`config.mk`:
```
export PLATFORM = sky130hd
export DESIGN_NAME = down_counter_flat
export DESIGN_NICKNAME = d
export VERILOG_FILES = /design/src/rtl/down_counter_if.sv /design/src/rtl/down_counter.sv /design/src/flat_wrapper.sv
export SDC_FILE = /design/constraint.sdc
export NUM_CORES = 1
export LEC_CHECK = 0
export CORE_AREA = 2 2 65 67
export CTS_CLUSTER_DIAMETER = 40
export DETAILED_ROUTE_END_ITERATION = 12
export DIE_AREA = 0 0 67 69
export HOLD_SLACK_MARGIN = 0.15
export PLACE_DENSITY = 0.58
export SLEW_MARGIN = 20
export SYNTH_ARGS = -nofsm -noshare
export SYNTH_HDL_FRONTEND = slang
export SYNTH_SLANG_ARGS = --single-unit
```
`constraint.sdc`:
```
create_clock -name clock -period 4 [get_ports clock]
set_clock_uncertainty 0.2 [all_clocks]
set_input_delay 1 -clock clock [delete_from_list [all_inputs] [get_ports clock]]
set_output_delay 1 -clock clock [all_outputs]
set_load 0.02 [all_outputs]
```
`src/rtl/down_counter_if.sv`:
```
// Control/status bundle for down_counter.
// Host drives load/start/stop strobes; counter returns count and flags.
interface down_counter_if #(
  parameter int N = 7
);
  logic       load;
  logic [0:N] load_val;
  logic       start;
  logic       stop;
  logic       reload_en;
  logic [0:N] count;
  logic       busy;
  logic       zero;
  logic       done;

  modport master (
    output load, load_val, start, stop, reload_en,
    input  count, busy, zero, done
  );

  modport slave (
    input  load, load_val, start, stop, reload_en,
    output count, busy, zero, done
  );
endinterface

```
`src/rtl/down_counter.sv`:
```
// Loadable down counter with run/hold control and optional auto-reload.
// All state advances on the falling edge of clock.
module down_counter #(
  parameter int N = 7
) (
  input  logic         clock,
  input  logic         clear_n,
  down_counter_if.slave bus
);

  typedef enum logic [1:0] {
    IDLE = 2'd0,
    RUN  = 2'd1,
    HOLD = 2'd2
  } state_e;

  localparam logic [0:N] ONE = (N+1)'(1);

  state_e     state_q, state_d;
  logic [0:N] count_q, count_d;
  logic [0:N] reload_q, reload_d;
  logic       done_q, done_d;
  logic       busy_q;

  always_comb begin
    state_d  = state_q;
    count_d  = count_q;
    reload_d = reload_q;
    done_d   = 1'b0;
    if (bus.load) begin
      count_d  = bus.load_val;
      reload_d = bus.load_val;
      state_d  = IDLE;
    end else begin
      unique case (state_q)
        RUN: begin
          if (bus.stop) begin
            state_d = HOLD;
          end else if (count_q > ONE) begin
            count_d = count_q - ONE;
          end else if (count_q == ONE) begin
            done_d = 1'b1;
            // reload_en only matters on the terminal edge
            if (bus.reload_en && reload_q != '0) begin
              count_d = reload_q;
            end else begin
              count_d = '0;
              state_d = IDLE;
            end
          end else begin
            state_d = IDLE;
          end
        end
        IDLE, HOLD: begin
          if (bus.start && !bus.stop && count_q != '0)
            state_d = RUN;
        end
        default: state_d = IDLE;
      endcase
    end
  end

  always_ff @(negedge clock) begin
    if (!clear_n) begin
      state_q  <= IDLE;
      count_q  <= '0;
      reload_q <= '0;
      done_q   <= 1'b0;
      busy_q   <= 1'b0;
    end else begin
      state_q  <= state_d;
      count_q  <= count_d;
      reload_q <= reload_d;
      done_q   <= done_d;
      busy_q   <= (state_d == RUN);
    end
  end

  assign bus.count = count_q;
  assign bus.busy  = busy_q;
  assign bus.done  = done_q;
  assign bus.zero  = (count_q == '0);

endmodule

```
`src/flat_wrapper.sv`:
```
// flat-port wrapper written by rule: the top's interface ports become plain ports
module down_counter_flat 
#(
  parameter int N = 7
)
  (clock, clear_n, bus_load, bus_load_val, bus_start, bus_stop, bus_reload_en, bus_count, bus_busy, bus_zero, bus_done);
  down_counter_if #(.N(N)) bus_i ();
  input  logic clock;
  input  logic clear_n;
  input wire logic [$bits(bus_i.load)-1:0] bus_load;
  input wire logic [$bits(bus_i.load_val)-1:0] bus_load_val;
  input wire logic [$bits(bus_i.start)-1:0] bus_start;
  input wire logic [$bits(bus_i.stop)-1:0] bus_stop;
  input wire logic [$bits(bus_i.reload_en)-1:0] bus_reload_en;
  output wire logic [$bits(bus_i.count)-1:0] bus_count;
  output wire logic [$bits(bus_i.busy)-1:0] bus_busy;
  output wire logic [$bits(bus_i.zero)-1:0] bus_zero;
  output wire logic [$bits(bus_i.done)-1:0] bus_done;
  assign bus_i.load = bus_load;
  assign bus_i.load_val = bus_load_val;
  assign bus_i.start = bus_start;
  assign bus_i.stop = bus_stop;
  assign bus_i.reload_en = bus_reload_en;
  assign bus_count = bus_i.count;
  assign bus_busy = bus_i.busy;
  assign bus_zero = bus_i.zero;
  assign bus_done = bus_i.done;
  down_counter #(.N(N)) u_core (.clock(clock), .clear_n(clear_n), .bus(bus_i));
endmodule
```
After elaboration in Yosys (flattened, before gate mapping)
Cells that the tools add are included. W data, S select, Z words.

Multiply operators: 0. Muxes and demuxes: 14. Magnitude comparators: 1. Add/subtract/negate cells: 1. Reductions and logical operators: 13. Bitwise operators: 2. Shift-type cells: 0. Equal/unequal tests: 5. Divide/modulo/power cells: 0.

Operators by type and width (count): $mux W8 (6); $reduce_bool A8 Y1 (2); $mux W2 (6); $eq A8 B1 Y1 const B (1); $gt A8 B1 Y1 const B (1); $logic_not A8 Y1 (1); $sub A8 B1 Y8 const B (1); $reduce_or A5 Y1 (1); $eq A2 B1 Y1 const B (2); $pmux W2 S2 (1); $logic_and A1 B1 Y1 (3); $reduce_and A3 Y1 (1); $reduce_bool A3 Y1 (1); $eq A2 B2 Y1 const B (1); $logic_not A2 Y1 (1); $ne A2 B2 Y1 const B (1); $not A1 Y1 (2); $reduce_bool A2 Y1 (1); $reduce_or A2 Y1 (1); $logic_not A1 Y1 (1); $mux W1 (1).

Latch bits: 0. Output and inout bits: 11. RAM bits: 0. Memory bits (read-only): 0. Bits in registers: 20. Memories kept: 0.

Depth between registers and ports, before layout
Gate-level depths: netlist (run 1).

Depth in word-level cells: 9. Mapped depth: 8. Gate-level depth less buffers: 6.

==> impl_metrics.csv, run 1 <==
group,metric,value,unit
placement,port_buffers,24,
floorplanning,ios,25,
yosys,syn_area_per_cell,8.502,sq um
worst_setup_path,worstSetupPathType,"register to output port",
yosys,ys_async_sr_fraction,0,%
worst_setup_path,cp.buffers_inverters,2,
floorplanning,core_region_area,3914,sq um
timing,worst_pin_slew,0.4954,ns
yosys,synth_warnings,0,
global_routing,grt_max_degree,13,
worst_setup_path,r2r-start,"u_core.bus.count[7]$_SDFFE_NN0P_",
route,route.detailed.drc,0,
clock_tree,cts_buffers,3,
timing,finalHoldViolations,0,
placement,place_inst,220,
worst_setup_path,end_kind,"output port",
worst_setup_path,cp.arrival,3.31,ns
route,wl_per_cell,12.88,microns
global_routing,grt_use_total,14.71,%
timing,finalSetupViolCount,13,
worst_setup_path,regToRegSetupSlack,1.47,ns
global_routing,first_global_vias,1205,
pwr,peakVddDrop,0.0001435,V
worst_setup_path,cp_cell_sequence,"inv_4, ha_4, nor3b_4, and2_4, buf_6",
clock_tree,cts_tree,"yes",
route,drtAntennaViolNets,0,
hold_path,min_path_cells,2,
route,post_drt_via_cell_ratio,5.024,
outcome,failed_checks,"setup timing",
yosys,yosys.area.top_type,"dfxtp_1",
final_layout,n_antenna_cell,0,
yosys,syn-num-nets,148,
pwr,cellLeakagePower,0.8388,nW
route,via_count,1276,
worst_setup_path,path_delay_family,"simple AND/OR/NAND/NOR gates",
route,dr.pass1.iters,4,
flow_run,maxCapViolations,0,
yosys,syn_area,1122,sq um
timing,hold_ws,0.3394,ns
floorplanning,start_util,28.68,%
floorplanning,die_area,4623,sq um
global_routing,grt_pass1_wl,5.250,mm
clock_tree,cts_hold_buffers,0,
worst_setup_path,cp_slowest_cell,"dfxtp_4",
clock_tree,clock_sinks,20,
clock_tree,cts_root_buf,"clkbuf_8",
clock_tree,htreeDepth,1,
yosys,synth_edf_count,0,
hold_path,hold_end,"u_core.reload_q[0]$_SDFFE_NN0P_",
yosys,netlist_instances,132,
placement,dpl.hpwl,2.258,mm
final_layout,drive_above_1_share,36.76,%
timing,slew_viol_final,0,
floorplanning,num_rows,23,
yosys,ys.flop_type,"dfxtp_1",
worst_setup_path,rr_endpoint,"u_core.bus.count[7]$_SDFFE_NN0P_",
outcome,status,"finished with violations",
worst_setup_path,worstPathMaxFanout,2,
yosys,synth-seq-area-share,35.67,%
hold_path,min_from,"u_core.reload_q[0]$_SDFFE_NN0P_",
timing,slew_headroom,66.85,%
placement,gp_congestion,0.9191,
floorplanning,fp.dieH,69,microns
route,drtIter0Drc,39,
final_layout,fin_nets,221,
timing,rsz0062_at_grt,"yes",
yosys,synth-seq-cells,20,
yosys,synth_top_area_share,35.67,%
worst_setup_path,slowest_delay,0.34,ns
yosys,ys_types,41,
pwr,power_density,325.2,nW/um^2
route,wirelength,3.271,mm
hold_path,hp-class,"register to register",
worst_setup_path,rr_worst_depth,8,
timing,finalWorstSetupSlack,-0.5070,ns
worst_setup_path,worst_setup_path_start_kind,"register",
clock_tree,cts.path.max_buffers,2,
worst_setup_path,worstPathRequired,2.80,ns
global_routing,grt.overflow.total,0,
clock_tree,clk_pin_slew_worst_paths,0.03,ns
clock_tree,clk_latency,0.33,ns
final_layout,area_delta_synth_final,70.68,%
yosys,yosys-top-cells-area,"dfxtp_1 36%, mux2i_1 8.0%, a21oi_1 5.8%",
final_layout,stdcell_count,254,
global_routing,antenna_found_initial,0,
floorplanning,die_w,67,microns
[cell usage after synthesis, types with 2 or more instances]
library cell	count
a21oi_1	13
a31oi_1	4
buf_2	3
clkbuf_1	3
dfxtp_1	20
ha_1	2
inv_1	4
mux2i_1	9
nand2_1	6
nand2b_1	3
nand3_1	4
nand4_1	4
nor2_1	4
nor2b_1	10
nor3_1	2
nor4_1	3
o211ai_1	4
o21ai_0	4
o21ai_1	2
o31ai_1	5
or3_1	2
xor2_1	2
[power by group]
group / leakage [nW] / total [mW] / switching (mW) / internal [mW]
clock: 0.128 / 0.215 / 0.120 / 0.0952
sequential: 0.168 / 0.224 / 0.0104 / 0.214
combinational: 0.543 / 0.184 / 0.0882 / 0.0956
[worst register-to-register path, delay by kind of cell (launching register included)]
kind                     cells  cell delay (ns)
AND/OR/NAND/NOR              3             1.09
buffers and inverters        3             0.39
flip-flops                   1             0.34
adder cells (fa/ha/maj)      1             0.23
AO/OA/AOI/OAI                1             0.19
[what timing repair did]
item	in CTS	in global routing
gates resized for setup	94	13
pin swaps	9	5
setup endpoints to repair	22	21
buffers inserted	5	9
[logic make-up after synthesis]
logic type | synth area share, %
fa+ha+maj | 2.229
simple gates | 24.30
xor+xnor | 1.561
mux | 8.027
buf+inv | 4.458
compound gates | 23.75
flops | 35.67
[placed cells by master (no fill, tap or decap), types with 2 or more instances in the layout]
| cell | count |
|---|---|
| or3_1 | 2 |
| xor2_1 | 2 |
| buf_4 | 23 |
| a31oi_1 | 3 |
| o31ai_2 | 2 |
| dfxtp_2 | 6 |
| o31ai_1 | 2 |
| inv_4 | 2 |
| o211ai_1 | 4 |
| mux2i_1 | 9 |
| o21ai_2 | 2 |
| nor2_1 | 3 |
| nand4_1 | 4 |
| nor4_1 | 2 |
| nand3_1 | 4 |
| nand2_1 | 6 |
| dlygate4sd2_1 | 2 |
| dfxtp_4 | 2 |
| o21ai_0 | 4 |
| inv_1 | 21 |
| clkbuf_8 | 3 |
| a21oi_1 | 12 |
| buf_6 | 21 |
| clkdlybuf4s50_1 | 10 |
| nor3_1 | 2 |
| nand2b_1 | 3 |
| nor2b_1 | 10 |
| dfxtp_1 | 12 |
[per-layer routing]
layer	part of all wire (%)	vias up	GRT usage, %	routed length (microns)
met4	1.6	0	10.20	53
met2	49	43	20.90	1613
li1	-	635	-	-
met1	43	593	18.17	1422
met3	5.5	5	5.057	181
met5	0	-	0	0
[worst max-delay path by stage]
stage                                           startpoint                                to  slack [ns]  depth (start not counted)
after floorplan           u_core.bus.count[2]$_SDFFE_NN0P_                          bus_zero       -0.33                          3
after global placement                            bus_stop  u_core.bus.count[4]$_SDFFE_NN0P_       -0.78                          5
after detailed placement                          bus_stop  u_core.bus.count[4]$_SDFFE_NN0P_       -0.82                          5
after CTS                 u_core.bus.count[7]$_SDFFE_NN0P_                          bus_zero       -0.53                          5
after global routing      u_core.bus.count[7]$_SDFFE_NN0P_                          bus_zero       -0.59                          5
final                     u_core.bus.count[7]$_SDFFE_NN0P_                          bus_zero       -0.51                          5
[layout make-up]
type	count	area, sq um
clock buffers	3	41.29
clock inverters	21	80.08
fillers	394	1998
inverters	4	20.02
multi-input cells	100	769.5
flip-flops and latches	20	415.4
well taps	50	62.56
repair buffers	56	526.8
[state kept, by name, indices dropped and copies added, names as in the netlist]
name / cells
u_core.reload_q: 8
u_core.bus.count: 8
u_core.bus.busy: 1
u_core.state_q: 2
u_core.bus.done: 1
[per-stage QoR]
| step | power, mW | TNS [ns] | utilization (%) | instance area, sq um | worst slack, ns |
|---|---|---|---|---|---|
| 2_1_floorplan | 0.3424 | -2.637 | - | 1160 | -0.3260 |
| 3_3_place_gp | 0.4068 | -12.93 | 40.54 | 1587 | -0.7798 |
| 3_5_place_dp | 0.4091 | -13.30 | 40.54 | 1587 | -0.8150 |
| 4_1_cts | 0.6232 | -1.694 | 46.71 | 1828 | -0.5336 |
| 5_1_grt | 0.6728 | -2.029 | 48.95 | 1916 | -0.5909 |
| 6_report | 0.6229 | -1.544 | 48.95 | 1916 | -0.5070 |
No activity file was read; power rests on OpenSTA's default activity.
==> run 2: changes to the inputs <==
--- a/config.mk
+++ b/config.mk
@@ -13,2 +13,3 @@
 export PLACE_DENSITY = 0.58
+export REMOVE_ABC_BUFFERS = 1
 export SLEW_MARGIN = 20
--- a/constraint.sdc
+++ b/constraint.sdc
@@ -4,2 +4,2 @@
 set_output_delay 1 -clock clock [all_outputs]
-set_load 0.02 [all_outputs]
+set_load 0.05 [all_outputs]
==> run 2 against run 1 <==
The run still ends with setup timing left; via count is 0.63% higher; routed wire length is 6.4% higher; worst hold slack worse by 0.0027 ns; clock power is 2% higher; core utilization is 3.0 points higher; die area stayed put.
==> impl_metrics.csv, run 2 (synthesis gave the netlist of run 1 again) <==
group,metric,value,unit
floorplanning,num_rows,23,
global_routing,grt.overflow.total,0,
timing,slew_headroom,65.07,%
floorplanning,die_w,67,microns
worst_setup_path,cp_cell_sequence,"inv_2, ha_4, nor3b_4, and2_4, buf_12",
pwr,cellLeakagePower,0.8664,nW
clock_tree,htreeDepth,1,
worst_setup_path,worstPathMaxFanout,2,
placement,dpl.hpwl,2.320,mm
pwr,seq_power_share,33.6,%
floorplanning,start_util,28.68,%
timing,hold_ws,0.3367,ns
final_layout,most-common-layout-cells,"21 x inv_1, 20 x buf_4, 14 x buf_6",
clock_tree,clock_sinks,20,
route,route.detailed.drc,0,
timing,worst_pin_slew,0.5220,ns
route,dr.pass1.iters,4,
pwr,p_int,0.4204,mW
pwr,sw_frac_of_total,36.83,%
global_routing,grt_use_total,15.49,%
timing,finalWorstSetupSlack,-0.5437,ns
final_layout,n_antenna_cell,0,
worst_setup_path,cp.arrival,3.34,ns
global_routing,grt_pass1_wl,5.568,mm
timing,finalSetupViolCount,17,
clock_tree,cts_buffers,3,
route,via_count,1284,
route,drtAntennaViolNets,0,
flow_run,maxCapViolations,0,
pwr,clkPwrFrac,33.1,%
worst_setup_path,worst_setup_path_start_kind,"register",
pwr,peakVddDrop,0.0001614,V
clock_tree,cts_tree,"yes",
route,post_drt_via_cell_ratio,5.035,
worst_setup_path,worstPathRequired,2.80,ns
clock_tree,clk_latency,0.35,ns
worst_setup_path,cp.buffers_inverters,2,
clock_tree,cts_root_buf,"clkbuf_8",
pwr,p_total,0.6655,mW
final_layout,fin_nets,222,
pwr,combPwrFrac,33.3,%
worst_setup_path,end_kind,"output port",
route,drtIter0Drc,42,
floorplanning,core_region_area,3914,sq um
pwr,power_density,327.1,nW/um^2
worst_setup_path,cp_slowest_cell,"dfxtp_2",
placement,place_inst,222,
clock_tree,clk_pin_slew_worst_paths,0.04,ns
floorplanning,fp.dieH,69,microns
final_layout,area_delta_synth_final,81.27,%
floorplanning,die_area,4623,sq um
placement,gp_congestion,0.8530,
worst_setup_path,slowest_delay,0.31,ns
worst_setup_path,path_delay_family,"simple AND/OR/NAND/NOR gates",
final_layout,stdcell_count,255,
global_routing,antenna_found_initial,0,
global_routing,grt_max_degree,12,
placement,port_buffers,24,
clock_tree,cts.path.max_buffers,2,
timing,slew_viol_final,0,
floorplanning,ios,25,
hold_path,hp-class,"register to register",
pwr,p_sw,0.2451,mW
global_routing,first_global_vias,1341,
outcome,failed_checks,"setup timing",
outcome,status,"finished with violations",
timing,finalHoldViolations,0,
route,wl_per_cell,13.65,microns
final_layout,mostFrequentLayoutCell,"inv_1",
placement,preCtsSetupSlack,-0.8167,ns
route,wirelength,3.480,mm
worst_setup_path,worstSetupPathType,"register to output port",
timing,rsz0062_at_grt,"yes",
final_layout,drive_above_1_share,38.54,%
==> run 2: changes by cell type in the layout (fill, tap and decap cells not counted), moves of 2 or more <==
cell,previous run,this run
buf_12,0,11
buf_4,23,20
buf_6,21,14
dfxtp_1,12,10
dfxtp_2,6,10
dfxtp_4,2,0
inv_2,0,2
inv_4,2,0
==> run 2: worst paths after layout <==
kind / start / slack (ns) / cells after the start / to
max: u_core.bus.count[6]$_SDFFE_NN0P_ / -0.54 / 5 / bus_zero
max reg2reg: u_core.bus.count[6]$_SDFFE_NN0P_ / 1.60 / 8 / u_core.bus.count[6]$_SDFFE_NN0P_
min: u_core.reload_q[1]$_SDFFE_NN0P_ / 0.34 / 2 / u_core.reload_q[1]$_SDFFE_NN0P_
min reg2reg: u_core.reload_q[1]$_SDFFE_NN0P_ / 0.34 / 2 / u_core.reload_q[1]$_SDFFE_NN0P_
==> run 2: per-stage QoR <==
step / util, % / TNS, ns / cell area (sq um)
2_1_floorplan: - / -3.661 / 1091
3_3_place_gp: 42.84 / -10.47 / 1677
3_5_place_dp: 42.84 / -10.89 / 1677
4_1_cts: 50.74 / -2.125 / 1986
5_1_grt: 51.98 / -2.701 / 2034
6_report: 51.98 / -2.127 / 2034
==> run 2: cell type report <==
type	instances	area (sq um)
tap	50	62.56
multi-input combinational	100	775.7
sequential	20	412.9
clock inverter	21	80.08
timing repair buffer	57	646.9
fill	359	1879
clock buffer	3	41.29
inverter	4	15.01
==> run 2: worst reg2reg max path, cell delays in order (launching register included) <==
cell and delay [ns]:
dfxtp_2 0.32, inv_2 0.05, buf_4 0.12, buf_4 0.12, ha_1 0.20, or2_0 0.38, and3_1 0.39, or3_1 0.35
a31oi_1 0.18
==> run 2: metal layers <==
layer	routed length [microns]	up-vias	track usage [%]
li1	-	640	-
met4	36	0	7.029
met3	263	5	6.688
met1	1414	590	17.13
met2	1766	49	25.08
met5	0	-	0
==> run 2: timing repair <==
item	CTS	global route
cloned	0	0
setup buffers	9	4
resized for setup	43	11
setup endpoints to repair	23	21
hold buffers	0	0
pin swaps	7	7
==> run 2: power by group through the flow <==
stage                     Clock (mW)  Sequential (mW)  Combinational (mW)
after floorplan               0.0321            0.249              0.0645
after global placement        0.0321            0.222               0.186
after detailed placement      0.0321            0.223               0.186
after CTS                      0.233            0.224               0.212
after global routing           0.250            0.225               0.237
final                          0.220            0.224               0.222
==> run 3: changes to the inputs <==
- PLACE_DENSITY: 0.58 -> 0.6
- clock period: 4 -> 3.8 ns (I/O delays scaled with it)
==> run 3 against run 2 <==
The flow still finishes with violations (setup timing); clock-buffer cell count stayed put; sequential cell count stayed put; clock power is 7% higher; setup slack worse by 0.041 ns; global-route usage is 0.78 points higher; critical path depth stayed put; first-iteration DRC count is 50% higher.
==> impl_metrics.csv, run 3 (synthesis gave the netlist of run 1 again) <==
group,metric,value,unit
clock_tree,cts_buffers,3,
worst_setup_path,worstPathMaxFanout,2,
timing,finalSetupViolCount,21,
floorplanning,die_area,4623,sq um
placement,gp_congestion,0.9563,
floorplanning,fp.dieH,69,microns
pwr,peakVddDrop,0.0002173,V
worst_setup_path,regToRegSetupSlack,1.39,ns
global_routing,grt.overflow.total,0,
pwr,cellLeakagePower,0.8968,nW
floorplanning,die_w,67,microns
worst_setup_path,slowest_delay,0.31,ns
hold_path,min_from,"u_core.reload_q[0]$_SDFFE_NN0P_",
clock_tree,cts.path.max_buffers,2,
clock_tree,clock_sinks,20,
route,dr.pass1.iters,4,
timing,hold_ws,0.3397,ns
clock_tree,htreeDepth,1,
final_layout,mostFrequentLayoutCell,"buf_4",
final_layout,final_util,53.16,%
final_layout,fin_nets,227,
floorplanning,num_rows,23,
route,post_drt_via_cell_ratio,5.223,
worst_setup_path,path_delay_family,"simple AND/OR/NAND/NOR gates",
hold_path,hold_end,"u_core.reload_q[0]$_SDFFE_NN0P_",
final_layout,most-common-layout-cells,"26 x buf_4, 21 x inv_1, 12 x buf_6, 12 x buf_12, 11 x clkdlybuf4s50_1",
global_routing,grt_max_degree,16,
timing,slew_headroom,66.36,%
timing,finalWorstSetupSlack,-0.5844,ns
clock_tree,cts_root_buf,"clkbuf_8",
timing,rsz0062_at_grt,"yes",
route,wirelength,3.597,mm
final_layout,n_antenna_cell,0,
clock_tree,clk_latency,0.35,ns
pwr,power_density,341.9,nW/um^2
floorplanning,core_region_area,3914,sq um
worst_setup_path,worstSetupPathType,"register to output port",
final_layout,multi_input_area,777.0,sq um
timing,tns,-2.997,ns
placement,post_dp_cell_area,1689,sq um
final_layout,drive_above_1_share,40.95,%
clock_tree,clk_pin_slew_worst_paths,0.03,ns
placement,preCtsSetupSlack,-0.8814,ns
final_layout,area_delta_synth_final,85.40,%
worst_setup_path,r2r-start,"u_core.bus.count[7]$_SDFFE_NN0P_",
global_routing,grt_use_total,16.27,%
worst_setup_path,rr_endpoint,"u_core.bus.count[6]$_SDFFE_NN0P_",
floorplanning,ios,25,
worst_setup_path,rr_worst_depth,8,
clock_tree,cts_tree,"yes",
route,route.detailed.drc,0,
worst_setup_path,cp.buffers_inverters,2,
route,via_count,1358,
worst_setup_path,worstPathRequired,2.65,ns
final_layout,seq_area,415.4,sq um
outcome,failed_checks,"setup timing",
placement,port_buffers,24,
global_routing,first_global_vias,1344,
worst_setup_path,cp_slowest_cell,"dfxtp_2",
global_routing,antenna_found_initial,0,
floorplanning,start_util,28.68,%
final_layout,nFillCells,359,
hold_path,min_path_cells,2,
timing,finalHoldViolations,0,
worst_setup_path,worst_setup_path_start_kind,"register",
flow_run,maxCapViolations,0,
worst_setup_path,cp.arrival,3.23,ns
outcome,status,"finished with violations",
global_routing,grt_pass1_wl,5.796,mm
placement,dpl.hpwl,2.404,mm
worst_setup_path,cp_cell_sequence,"inv_2, ha_4, nor3b_4, and2_4, buf_12",
hold_path,hp-class,"register to register",
route,drtAntennaViolNets,0,
timing,slew_viol_final,0,
final_layout,design_area,2081,sq um
route,drtIter0Drc,63,
route,wl_per_cell,13.83,microns
timing,worst_pin_slew,0.5027,ns
worst_setup_path,end_kind,"output port",
==> run 3: cell count changes in the layout (fill, tap and decap cells not counted), sizes merged <==
cell  change
buf       +5
==> run 3: worst max-delay path by stage <==
stage | startpoint | endpoint | slack (ns) | cells past startpoint
final | u_core.bus.count[6]$_SDFFE_NN0P_ | bus_zero | -0.58 | 5
after global routing | u_core.bus.count[6]$_SDFFE_NN0P_ | bus_zero | -0.66 | 5
after CTS | u_core.bus.count[6]$_SDFFE_NN0P_ | bus_zero | -0.61 | 5
after detailed placement | bus_stop | u_core.bus.count[4]$_SDFFE_NN0P_ | -0.88 | 6
after global placement | bus_stop | u_core.bus.count[4]$_SDFFE_NN0P_ | -0.84 | 6
after floorplan | u_core.bus.count[2]$_SDFFE_NN0P_ | bus_zero | -1.35 | 2
==> run 3: routing by layer <==
| metal | vias to the layer above | track usage, % | wire length [microns] |
|---|---|---|---|
| met1 | 641 | 18.31 | 1389 |
| met3 | 13 | 5.710 | 258 |
| met5 | - | 0 | 0 |
| met2 | 57 | 26.62 | 1848 |
| met4 | 0 | 7.937 | 102 |
| li1 | 647 | - | - |
==> run 3: final cells by class <==
type / count / area share, %
Inverter: 4 / 0.7216
Tap cell: 50 / 3.007
Clock inverter: 21 / 3.848
Clock buffer: 3 / 1.984
Sequential cell: 20 / 19.96
Timing Repair Buffer: 62 / 33.13
Multi-Input combinational cell: 100 / 37.34
==> run 3: metrics by stage <==
stage | cells | total power, mW
final | 260 | 0.7115
after global placement | 222 | 0.4659
after detailed placement | 222 | 0.4690
after CTS | 251 | 0.7040
after floorplan | 125 | 0.3639
after global routing | 260 | 0.7703
==> run 3: worst reg2reg max path: cells and delay by family, from the launching register on <==
family	cells	cell delay [ns]
AOI/OAI and AO/OA	1	0.13
adders and majority gates	1	0.22
buffers and inverters	3	0.37
DFF	1	0.31
and+or+nand+nor	3	1.12
==> run 3: power by group <==
part           internal, mW  total [mW]  switching, mW
logic                 0.123       0.241          0.118
clock network         0.101       0.235          0.134
registers             0.225       0.236         0.0106
total                 0.449       0.711          0.263
==> run 3: repair_timing <==
action	in CTS	in global routing
setup buffers	7	12
gates resized for setup	40	15
pin swaps	9	6
setup endpoints to repair	25	21
hold buffers	0	0
gates cloned	0	0
hold endpoints to repair	0	0
